===== config.mk =====
export PLATFORM = sky130hd
export DESIGN_NAME = safe_lock_ctrl
export DESIGN_NICKNAME = d
export VERILOG_FILES = /design/src/rtl/safe_lock_pkg.sv /design/src/rtl/safe_lock_timer.sv /design/src/rtl/safe_lock_ctrl.sv
export SDC_FILE = /design/constraint.sdc
export NUM_CORES = 1
export LEC_CHECK = 0
export CORE_MARGIN = 5
export CORE_UTILIZATION = 60
export CTS_BUF_LIST = sky130_fd_sc_hd__clkbuf_16
export DETAILED_ROUTE_END_ITERATION = 10
export GPL_TIMING_DRIVEN = 0
export PLACE_DENSITY_LB_ADDON = 0.05
export RECOVER_POWER = 25
export SKIP_LAST_GASP = 1
export SLEW_MARGIN = 20
export SYNTH_ARGS = -nofsm -noshare
export SYNTH_HDL_FRONTEND = slang
export SYNTH_SLANG_ARGS = --single-unit

===== constraint.sdc =====
create_clock -name clk -period 3 [get_ports clk]
set_input_delay 0.6 -clock clk [delete_from_list [all_inputs] [get_ports clk]]
set_output_delay 0.6 -clock clk [all_outputs]
set_load 0.03 [all_outputs]

===== src/rtl/safe_lock_pkg.sv =====
// Shared types and constants for the safe lock controller.
// Holds the FSM state enum, the display message enum and BCD limits.
package safe_lock_pkg;

  typedef enum logic [2:0] {
    S_IDLE,
    S_ENTRY,
    S_CHECK,
    S_OPEN,
    S_SET,
    S_LOCKOUT
  } state_t;

  typedef enum logic [2:0] {
    MSG_LOCKED = 3'd0,
    MSG_ENTRY  = 3'd1,
    MSG_OPEN   = 3'd2,
    MSG_ERROR  = 3'd3,
    MSG_SET    = 3'd4,
    MSG_ALARM  = 3'd5
  } msg_t;

  localparam logic [3:0] BCD_MAX = 4'd9;

endpackage


===== src/rtl/safe_lock_timer.sv =====
// Loadable down-counter shared by the open and lockout phases.
// Ports: clk, rst (sync, high), i_load/i_load_val, i_dec, o_zero.
module safe_lock_timer #(
  parameter int W = 8
) (
  input  logic         clk,
  input  logic         rst,
  input  logic         i_load,
  input  logic [W-1:0] i_load_val,
  input  logic         i_dec,
  output logic         o_zero
);

  logic [W-1:0] r_cnt;

  // Saturates at zero so an idle enable never wraps the count.
  always_ff @(posedge clk) begin
    if (rst) begin
      r_cnt <= '0;
    end else if (i_load) begin
      r_cnt <= i_load_val;
    end else if (i_dec && (r_cnt != '0)) begin
      r_cnt <= r_cnt - W'(1);
    end
  end

  assign o_zero = (r_cnt == '0);

endmodule


===== src/rtl/safe_lock_ctrl.sv =====
// Safe locker sequencer: code entry, check, open, code change, lockout.
// Ports: clk, rst, keypad pulses in; unlocked, alarm, msg, digit_cnt, tries_left out.
module safe_lock_ctrl
  import safe_lock_pkg::*;
#(
  parameter int                    CODE_LEN     = 4,
  parameter int                    MAX_TRIES    = 3,
  parameter int                    OPEN_CYC     = 50_000_000,
  parameter int                    LOCKOUT_CYC  = 500_000_000,
  parameter logic [4*CODE_LEN-1:0] DEFAULT_CODE = 16'h1234
) (
  input  logic       clk,
  input  logic       rst,
  input  logic [3:0] digit_in,
  input  logic       digit_vld,
  input  logic       enter,
  input  logic       clear,
  input  logic       set_code,
  input  logic       lock_req,
  output logic       unlocked,
  output logic       alarm,
  output logic [2:0] msg,
  output logic [3:0] digit_cnt,
  output logic [2:0] tries_left
);

  localparam int BW   = 4 * CODE_LEN;
  localparam int TMAX = (OPEN_CYC > LOCKOUT_CYC) ? OPEN_CYC : LOCKOUT_CYC;
  localparam int TW   = (TMAX > 1) ? $clog2(TMAX) : 1;

  localparam logic [TW-1:0] OPEN_LD = TW'(OPEN_CYC - 1);
  localparam logic [TW-1:0] LOCK_LD = TW'(LOCKOUT_CYC - 1);
  localparam logic [3:0]    LEN4    = 4'(CODE_LEN);
  localparam logic [2:0]    TRIES3  = 3'(MAX_TRIES);

  state_t        r_state, w_state_nx;
  logic [BW-1:0] r_buf, w_buf_nx;
  logic [BW-1:0] r_code, w_code_nx;
  logic [3:0]    r_cnt, w_cnt_nx;
  logic [2:0]    r_tries, w_tries_nx;
  logic          r_err, w_err_nx;

  logic          w_tld, w_tdec, w_tzero;
  logic [TW-1:0] w_tval;

  logic          w_dig_ok, w_dig_acc, w_match;
  logic [BW-1:0] w_buf_sh;
  msg_t          w_msg;

  assign w_dig_ok  = digit_vld && (digit_in <= BCD_MAX);
  assign w_dig_acc = w_dig_ok && (r_cnt < LEN4);
  assign w_buf_sh  = {r_buf[BW-5:0], digit_in};
  assign w_match   = (r_cnt == LEN4) && (r_buf == r_code);

  safe_lock_timer #(
    .W(TW)
  ) u_timer (
    .clk       (clk),
    .rst       (rst),
    .i_load    (w_tld),
    .i_load_val(w_tval),
    .i_dec     (w_tdec),
    .o_zero    (w_tzero)
  );

  always_ff @(posedge clk) begin
    if (rst) begin
      r_state <= S_IDLE;
      r_buf   <= '0;
      r_code  <= DEFAULT_CODE;
      r_cnt   <= '0;
      r_tries <= TRIES3;
      r_err   <= 1'b0;
    end else begin
      r_state <= w_state_nx;
      r_buf   <= w_buf_nx;
      r_code  <= w_code_nx;
      r_cnt   <= w_cnt_nx;
      r_tries <= w_tries_nx;
      r_err   <= w_err_nx;
    end
  end

  always_comb begin
    w_state_nx = r_state;
    w_buf_nx   = r_buf;
    w_code_nx  = r_code;
    w_cnt_nx   = r_cnt;
    w_tries_nx = r_tries;
    w_err_nx   = r_err;
    w_tld      = 1'b0;
    w_tval     = OPEN_LD;
    w_tdec     = 1'b0;

    case (r_state)
      S_IDLE: begin
        if (w_dig_ok) begin
          w_buf_nx   = BW'(digit_in);
          w_cnt_nx   = 4'd1;
          w_err_nx   = 1'b0;
          w_state_nx = S_ENTRY;
        end
      end

      S_ENTRY: begin
        if (clear) begin
          w_buf_nx   = '0;
          w_cnt_nx   = '0;
          w_state_nx = S_IDLE;
        end else if (enter) begin
          w_state_nx = S_CHECK;
        end else if (w_dig_acc) begin
          w_buf_nx = w_buf_sh;
          w_cnt_nx = r_cnt + 4'd1;
        end
      end

      S_CHECK: begin
        w_buf_nx = '0;
        w_cnt_nx = '0;
        if (w_match) begin
          w_state_nx = S_OPEN;
          w_tries_nx = TRIES3;
          w_err_nx   = 1'b0;
          w_tld      = 1'b1;
        end else if (r_tries <= 3'd1) begin
          // Error flag is dropped so the post-lockout idle shows LOCKED.
          w_state_nx = S_LOCKOUT;
          w_tries_nx = '0;
          w_err_nx   = 1'b0;
          w_tld      = 1'b1;
          w_tval     = LOCK_LD;
        end else begin
          w_state_nx = S_IDLE;
          w_tries_nx = r_tries - 3'd1;
          w_err_nx   = 1'b1;
        end
      end

      S_OPEN: begin
        w_tdec = 1'b1;
        if (lock_req || w_tzero) begin
          w_state_nx = S_IDLE;
        end else if (set_code) begin
          w_state_nx = S_SET;
          w_buf_nx   = '0;
          w_cnt_nx   = '0;
          w_tld      = 1'b1;
        end else if (w_dig_ok) begin
          w_tld = 1'b1;
        end
      end

      S_SET: begin
        w_tdec = 1'b1;
        if (lock_req || w_tzero) begin
          w_state_nx = S_IDLE;
          w_buf_nx   = '0;
          w_cnt_nx   = '0;
        end else if (clear || (enter && (r_cnt != LEN4))) begin
          w_state_nx = S_OPEN;
          w_buf_nx   = '0;
          w_cnt_nx   = '0;
        end else if (enter) begin
          w_code_nx  = r_buf;
          w_state_nx = S_OPEN;
          w_buf_nx   = '0;
          w_cnt_nx   = '0;
          w_tld      = 1'b1;
        end else if (w_dig_acc) begin
          w_buf_nx = w_buf_sh;
          w_cnt_nx = r_cnt + 4'd1;
          w_tld    = 1'b1;
        end
      end

      S_LOCKOUT: begin
        w_tdec = 1'b1;
        if (w_tzero) begin
          w_state_nx = S_IDLE;
          w_tries_nx = TRIES3;
        end
      end

      default: begin
        w_state_nx = S_IDLE;
        w_buf_nx   = '0;
        w_cnt_nx   = '0;
      end
    endcase
  end

  always_comb begin
    w_msg = MSG_LOCKED;
    case (r_state)
      S_IDLE:    w_msg = r_err ? MSG_ERROR : MSG_LOCKED;
      S_ENTRY:   w_msg = MSG_ENTRY;
      S_CHECK:   w_msg = MSG_ENTRY;
      S_OPEN:    w_msg = MSG_OPEN;
      S_SET:     w_msg = MSG_SET;
      S_LOCKOUT: w_msg = MSG_ALARM;
      default:   w_msg = MSG_LOCKED;
    endcase
  end

  assign unlocked   = (r_state == S_OPEN) || (r_state == S_SET);
  assign alarm      = (r_state == S_LOCKOUT);
  assign msg        = w_msg;
  assign digit_cnt  = r_cnt;
  assign tries_left = r_tries;

endmodule


==> results.tsv, run 1 <==
stage	metric	value	unit
status	status	finished clean	
pwr	p_per_area	518	nW/um^2
layout	utilization	69.7	%
synth	synth.yosys.seq_area_share	35.6	%
synth	synth_edf_count	0	
layout	area_delta_synth_final	15.1	%
timing	setup_violations	0	
global_route	antenna_found_initial	0	
die	die_area	8480	sq um
critical_path	worstSetupStartpointType	register	
critical_path	cp_data_required_time	2400	ps
clock_tree	cts_tree	yes	
timing	finalHoldViolations	0	
pwr	p_int	1750	uW
clock_tree	post_cts_buffers	0	
die	fp.coreArea	6680	sq um
die	ios	23	
critical_path	path_max_fanout	10	
synth	avgSynthCellArea	8.31	sq um
layout	antennaDiodeCount	0	
synth	synth_top_cell_by_area	dfxtp_1	
timing	setup_tns	0	ps
routing	drt_pre_antenna_iters	5	
timing	final_min_period_over_clock_period	92.4	%
clock_tree	clkSlewWorstSetupHoldPaths	60	ps
synth	syn_inst	487	
routing	drc	0	
die	initial_core_util	60.5	%
global_route	grt_pass1_wl	17.8	mm
critical_path	critPathKind	register to output pin	
place	dpl_cell_area	4360	sq um
hold_path	min_path_cells	2	
synth	synth_top_area_share	35.6	%
place	portBuffers	21	
timing	achievable-frequency	0.361	GHz
die	dieHeight	92.1	um
pwr	peakVddDrop	382	uV
pwr	p_clk_share	46.9	%
global_route	grt_remaining_overflow	0	
hold_path	min_path_type	register to register	
routing	drtIter0Drc	157	
critical_path	crit_arrival	2170	ps
pwr	swShare	27.6	%
synth	synth_area_leaders	dfxtp_1 (36%), mux2i_1 (5.9%), nor2_1 (5.6%)	
place	routabilityCongestion	0.899	
routing	wl_per_cell	17.7	um
routing	viasPerCell	6.21	
clock_tree	worstSkewPairLatency	340	ps
timing	worst-slew-pin-transition	619	ps
timing	slew_headroom	58.7	%
pwr	combPwrFrac	11.6	%
synth	ys_warn_count	0	
pwr	total_power	2410	uW
die	die_x	92.1	um
pwr	power_switching	665	uW
layout	nets	535	
layout	layout-drive-gt1-share	7.63	%
pwr	p_leak	0.00181	uW
layout	num-fill-cells	559	
clock_tree	cts-htree-levels	3	
synth	ys_ff_latch	72	
pwr	seqPwrFrac	41.5	%
critical_path	worst-r2r-cell-count	9	
routing	wirelength	10.7	mm
clock_tree	cts_sinks	72	
clock_tree	cts_buffer_depth	2	
clock_tree	hold_buffers	0	
global_route	grt_max_degree	16	
timing	slew_viol_final	0	
synth	synth-main-ff-cell	dfxtp_1	
synth	synthArstFlopShare	0	%
die	std_cell_rows	30	
routing	drtAntennaViolNets	0	
layout	final_cell_area	4660	sq um
global_route	grt_pass1_vias	3687	
layout	layout_common_cells	dfxtp_1 (72), nor2_1 (60), nand2_1 (29)	
clock_tree	root_buffer	clkbuf_16	
critical_path	endpoint_kind	output pin	
clock_tree	numCtsBuffers	9	
synth	synthDistinctLibCells	61	
run	max-cap-violations	0	
timing	rsz0062_at_grt	false	
routing	vias	3749	
timing	worst_clock_skew	6.65	ps
global_route	track_usage	26.1	%
layout	final_common_cell	dfxtp_1	
critical_path	r2r_setup_slack	340	ps
synth	syn_nets	503	
clock_tree	cts_resized	0	
timing	fin_crit	2770	ps
place	dp_hpwl	7.66	mm
synth	syn_area	4050	sq um
## power by group through the flow
| stage | Clock [uW] | Sequential (uW) | Combinational (uW) |
|---|---|---|---|
| 2_1_floorplan | 0 | 1030 | 183 |
| 3_3_place_gp | 0 | 1020 | 274 |
| 3_5_place_dp | 0 | 1020 | 278 |
| 4_1_cts | 1140 | 1000 | 281 |
| 5_1_grt | 1190 | 1000 | 305 |
| 6_report | 1130 | 1000 | 280 |
## final cells by class
| cell class | instances | area [sq um] | share of cell area [%] |
|---|---|---|---|
| plain buffers | 27 | 129 | 2.77 |
| clock buffers | 9 | 225 | 4.84 |
| clock inverters | 7 | 83.8 | 1.80 |
| inverters | 23 | 86.3 | 1.85 |
| multi-input cells | 365 | 2380 | 51.1 |
| flip-flops and latches | 72 | 1440 | 31.0 |
| well taps | 80 | 100 | 2.15 |
| repair buffers | 21 | 210 | 4.51 |
## synth_stat cells, drive strengths merged, types with 7 or more instances
cell type / count
or3: 7
dfxtp: 72
clkbuf: 15
o211ai: 11
nand2: 29
nor3: 23
nand4: 11
buf: 12
nand2b: 10
xor2: 8
nor2: 60
a31oi: 16
mux2i: 24
inv: 23
o21ai: 14
xnor2: 23
nor4: 7
nand3: 25
a21oi: 16
## routing by layer
| layer | vias up | share of wire [%] | global-route usage, % |
|---|---|---|---|
| met1 | 1768 | 42 | 30.6 |
| met2 | 113 | 50 | 44.5 |
| met3 | 31 | 4.7 | 6.15 |
| li1 | 1837 | - | - |
| met4 | 0 | 3.1 | 12.7 |
| met5 | - | 0 | 0 |
## path summary, 6_finish.rpt
check | to | startpoint
worst max register to register | r_code[9] | u_timer.r_cnt[0]
worst min-delay path | digit_cnt[3] | digit_cnt[3]
worst max-delay path | msg[0] | r_state[1]
worst min register to register | digit_cnt[3] | digit_cnt[3]
## flip-flops by register name (all words and copies together) (netlist names)
signal / count
r_state: 3
u_timer.r_cnt: 29
digit_cnt: 4
r_code: 16
r_err: 1
tries_left: 3
r_buf: 16
## worst max-delay path, stage by stage (launching register included)
cell,delay [ps]
dfxtp_1,310
buf_2,210
buf_1,360
nor2_1,80
nor2_1,100
o21a_1,110
clkdlybuf4s50_1,660
## cells by family (layout without fill, tap and decap cells)
| family | Yosys count | after routing | synth area share [%] |
|---|---|---|---|
| multiplexers | 24 | 24 | 5.94 |
| AND/OR/NAND/NOR | 203 | 203 | 26.6 |
| flip-flops | 72 | 72 | 35.6 |
| adder cells (fa/ha/maj) | 5 | 5 | 1.55 |
| AO/OA/AOI/OAI | 102 | 102 | 18.2 |
| XOR/XNOR | 31 | 31 | 6.71 |
| buffers and inverters | 50 | 87 | 5.41 |
## metrics by stage
step | setup WS (ps) | hold WS (ps) | instances
final | 229 | 483 | 604
after global routing | 104 | 510 | 604
after CTS | 210 | 488 | 604
after detailed placement | 52.3 | 475 | 588
after global placement | 98.9 | 465 | 588
after floorplan | 826 | 457 | 487
Note: power is estimated with default switching activity, not from simulation.
==> run 2: changes to the inputs <==
CORE_MARGIN = default   (was 5)
==> run 2 against run 1 <==
  * Clock-buffer cell count is the same
  * Utilization grew 2.6 points
  * Cell area shrank 0.30%
  * Clock power shrank 4%
  * Via count grew 1.9%
==> results.tsv, run 2 (synthesis gave the netlist of run 1 again) <==
stage	metric	value	unit	change
routing	drtIter0Drc	238		was 157
place	dp_slack	104	ps	was 52.3 ps
pwr	power_switching	634	uW	was 665 uW
critical_path	crit_path_end	msg[1]		was msg[0]
layout	antennaDiodeCount	0		unchanged
pwr	swShare	26.8	%	was 27.6%
pwr	combPwrFrac	11.9	%	was 11.6%
layout	num-fill-cells	535		was 559
timing	setup_tns	0	ps	unchanged
timing	worst_slack	203	ps	was 229 ps
pwr	peakVddDrop	385	uV	was 382 uV
routing	wl_per_cell	17.6	um	was 17.7 um
critical_path	endpoint_kind	output pin		unchanged
critical_path	worstSetupStartpointType	register		unchanged
critical_path	worst-r2r-cell-count	9		unchanged
timing	achievable-frequency	0.358	GHz	was 0.361 GHz
layout	seq_area	1440	sq um	unchanged
routing	vias	3821		was 3749
timing	fin_hold_ws	482	ps	was 483 ps
clock_tree	cts_tree	yes		unchanged
layout	layout-drive-gt1-share	7.44	%	was 7.63%
layout	multiInputGateArea	2380	sq um	unchanged
routing	drtAntennaViolNets	0		unchanged
die	die_area	7070	sq um	was 8480 sq um
status	status	finished clean		unchanged
place	dpl_cell_area	4350	sq um	was 4360 sq um
run	max-cap-violations	0		unchanged
timing	rsz0062_at_grt	false		unchanged
place	portBuffers	21		unchanged
die	die_x	84.1	um	was 92.1 um
critical_path	r2r_start	u_timer.r_cnt[0]		unchanged
clock_tree	cts-htree-levels	3		unchanged
layout	regMostFlops	u_timer.r_cnt		unchanged
timing	slew_viol_final	0		unchanged
global_route	grt_remaining_overflow	0		unchanged
layout	final_common_cell	dfxtp_1		unchanged
die	initial_core_util	63.0	%	was 60.5%
pwr	p_leak	0.00180	uW	was 0.00181 uW
layout	top_regs	u_timer.r_cnt: 29 flops, r_buf: 16 flops, r_code: 16 flops		unchanged
pwr	p_int	1730	uW	was 1750 uW
critical_path	crit_arrival	2200	ps	was 2170 ps
global_route	track_usage	31.4	%	was 26.1%
clock_tree	clkSlewWorstSetupHoldPaths	60	ps	about the same
routing	viasPerCell	6.36		was 6.21
hold_path	min_path_type	register to register		unchanged
timing	worst_clock_skew	8.04	ps	was 6.65 ps
layout	final_cell_area	4640	sq um	was 4660 sq um
place	routabilityCongestion	0.996		was 0.899
timing	slew_headroom	55.3	%	was 58.7%
pwr	p_clk_share	45.7	%	was 46.9%
timing	setup_violations	0		unchanged
layout	nets	535		unchanged
timing	worst-slew-pin-transition	671	ps	was 619 ps
timing	finalHoldViolations	0		unchanged
global_route	grt_pass1_vias	3633		was 3687
global_route	grt_pass1_wl	17.5	mm	was 17.8 mm
clock_tree	cts_sinks	72		unchanged
die	ios	23		unchanged
pwr	seqPwrFrac	42.5	%	was 41.5%
routing	drc	0		unchanged
layout	layout_common_cells	dfxtp_1 (72), nor2_1 (60), nand2_1 (29)		unchanged
global_route	grt_max_degree	14		was 16
pwr	p_per_area	509	nW/um^2	was 518 nW/um^2
routing	drt_pre_antenna_iters	5		unchanged
clock_tree	numCtsBuffers	9		unchanged
clock_tree	root_buffer	clkbuf_16		unchanged
clock_tree	post_cts_buffers	0		unchanged
routing	wirelength	10.6	mm	was 10.7 mm
timing	final_min_period_over_clock_period	93.2	%	was 92.4%
critical_path	path_max_fanout	10		unchanged
critical_path	r2r-end	u_timer.r_cnt[25]		was r_code[9]
layout	area_delta_synth_final	14.8	%	was 15.1%
clock_tree	cts_resized	0		unchanged
critical_path	r2r_setup_slack	290	ps	was 340 ps
clock_tree	hold_buffers	0		unchanged
layout	largest_reg_flops	29		unchanged
die	dieHeight	84.1	um	was 92.1 um
critical_path	critPathLaunch	r_state[0]		was r_state[1]
clock_tree	worstSkewPairLatency	340	ps	about the same
critical_path	critPathKind	register to output pin		unchanged
place	dp_hpwl	7.48	mm	was 7.66 mm
global_route	antenna_found_initial	0		unchanged
critical_path	cp_data_required_time	2400	ps	about the same
die	std_cell_rows	29		was 30
die	fp.coreArea	6420	sq um	was 6680 sq um
clock_tree	cts_buffer_depth	2		unchanged
timing	fin_crit	2800	ps	was 2770 ps
-- run 2: cell types whose count changed in the layout (fill, tap and decap cells not counted), sizes merged --
cell,change
dlygate4sd3,-1
clkbuf,-1
clkinvlp,+1
buf,+1
clkdlybuf4s50,+1
inv,-2
clkinv,+1
-- run 2: power groups by stage --
stage               logic (uW)  registers, uW  clock network, uW
finish                     281           1000               1080
global route               305           1010               1130
CTS                        279           1000               1090
detailed placement         278           1020                  0
global placement           275           1020                  0
floorplan                  183           1030                  0
-- run 2: final cells by class --
cell class | count | share of cell area [%]
multi-input combinational | 365 | 51.3
sequential | 72 | 31.0
clock buffer | 9 | 4.85
timing repair buffer | 21 | 4.53
buffer | 27 | 2.83
tap | 77 | 2.07
inverter | 23 | 1.86
clock inverter | 7 | 1.54
-- run 2: metrics by stage --
stage | std cells | util [%] | total power (uW)
global route | 601 | 72.3 | 2440
CTS | 601 | 72.4 | 2370
global placement | 585 | 67.8 | 1300
floorplan | 487 | - | 1210
finish | 601 | 72.3 | 2370
detailed placement | 585 | 67.8 | 1300
-- run 2: worst min-delay path by stage --
stage	start	end	slack, ps	cells past startpoint
2_1_floorplan	r_code[2]	r_code[2]	460	1
3_3_place_gp	digit_cnt[3]	digit_cnt[3]	460	2
3_5_place_dp	r_code[2]	r_code[2]	470	1
4_1_cts	digit_cnt[3]	digit_cnt[3]	490	2
5_1_grt	digit_cnt[3]	digit_cnt[3]	510	2
6_report	digit_cnt[3]	digit_cnt[3]	480	2
-- run 2: worst max-delay path, cell delays in order (launching register included) --
cell and delay (ps):
dfxtp_1 400, clkbuf_1 370, nand2_1 220, a21oi_1 180, clkdlybuf4s50_1 690
-- run 2: routing by layer --
metal	vias up	global-route usage, %	part of all wire [%]
met5	-	0	0
met4	0	13.3	2.4
met3	25	5.74	6.5
met2	154	53.7	48
met1	1804	38.8	43
li1	1838	-	-
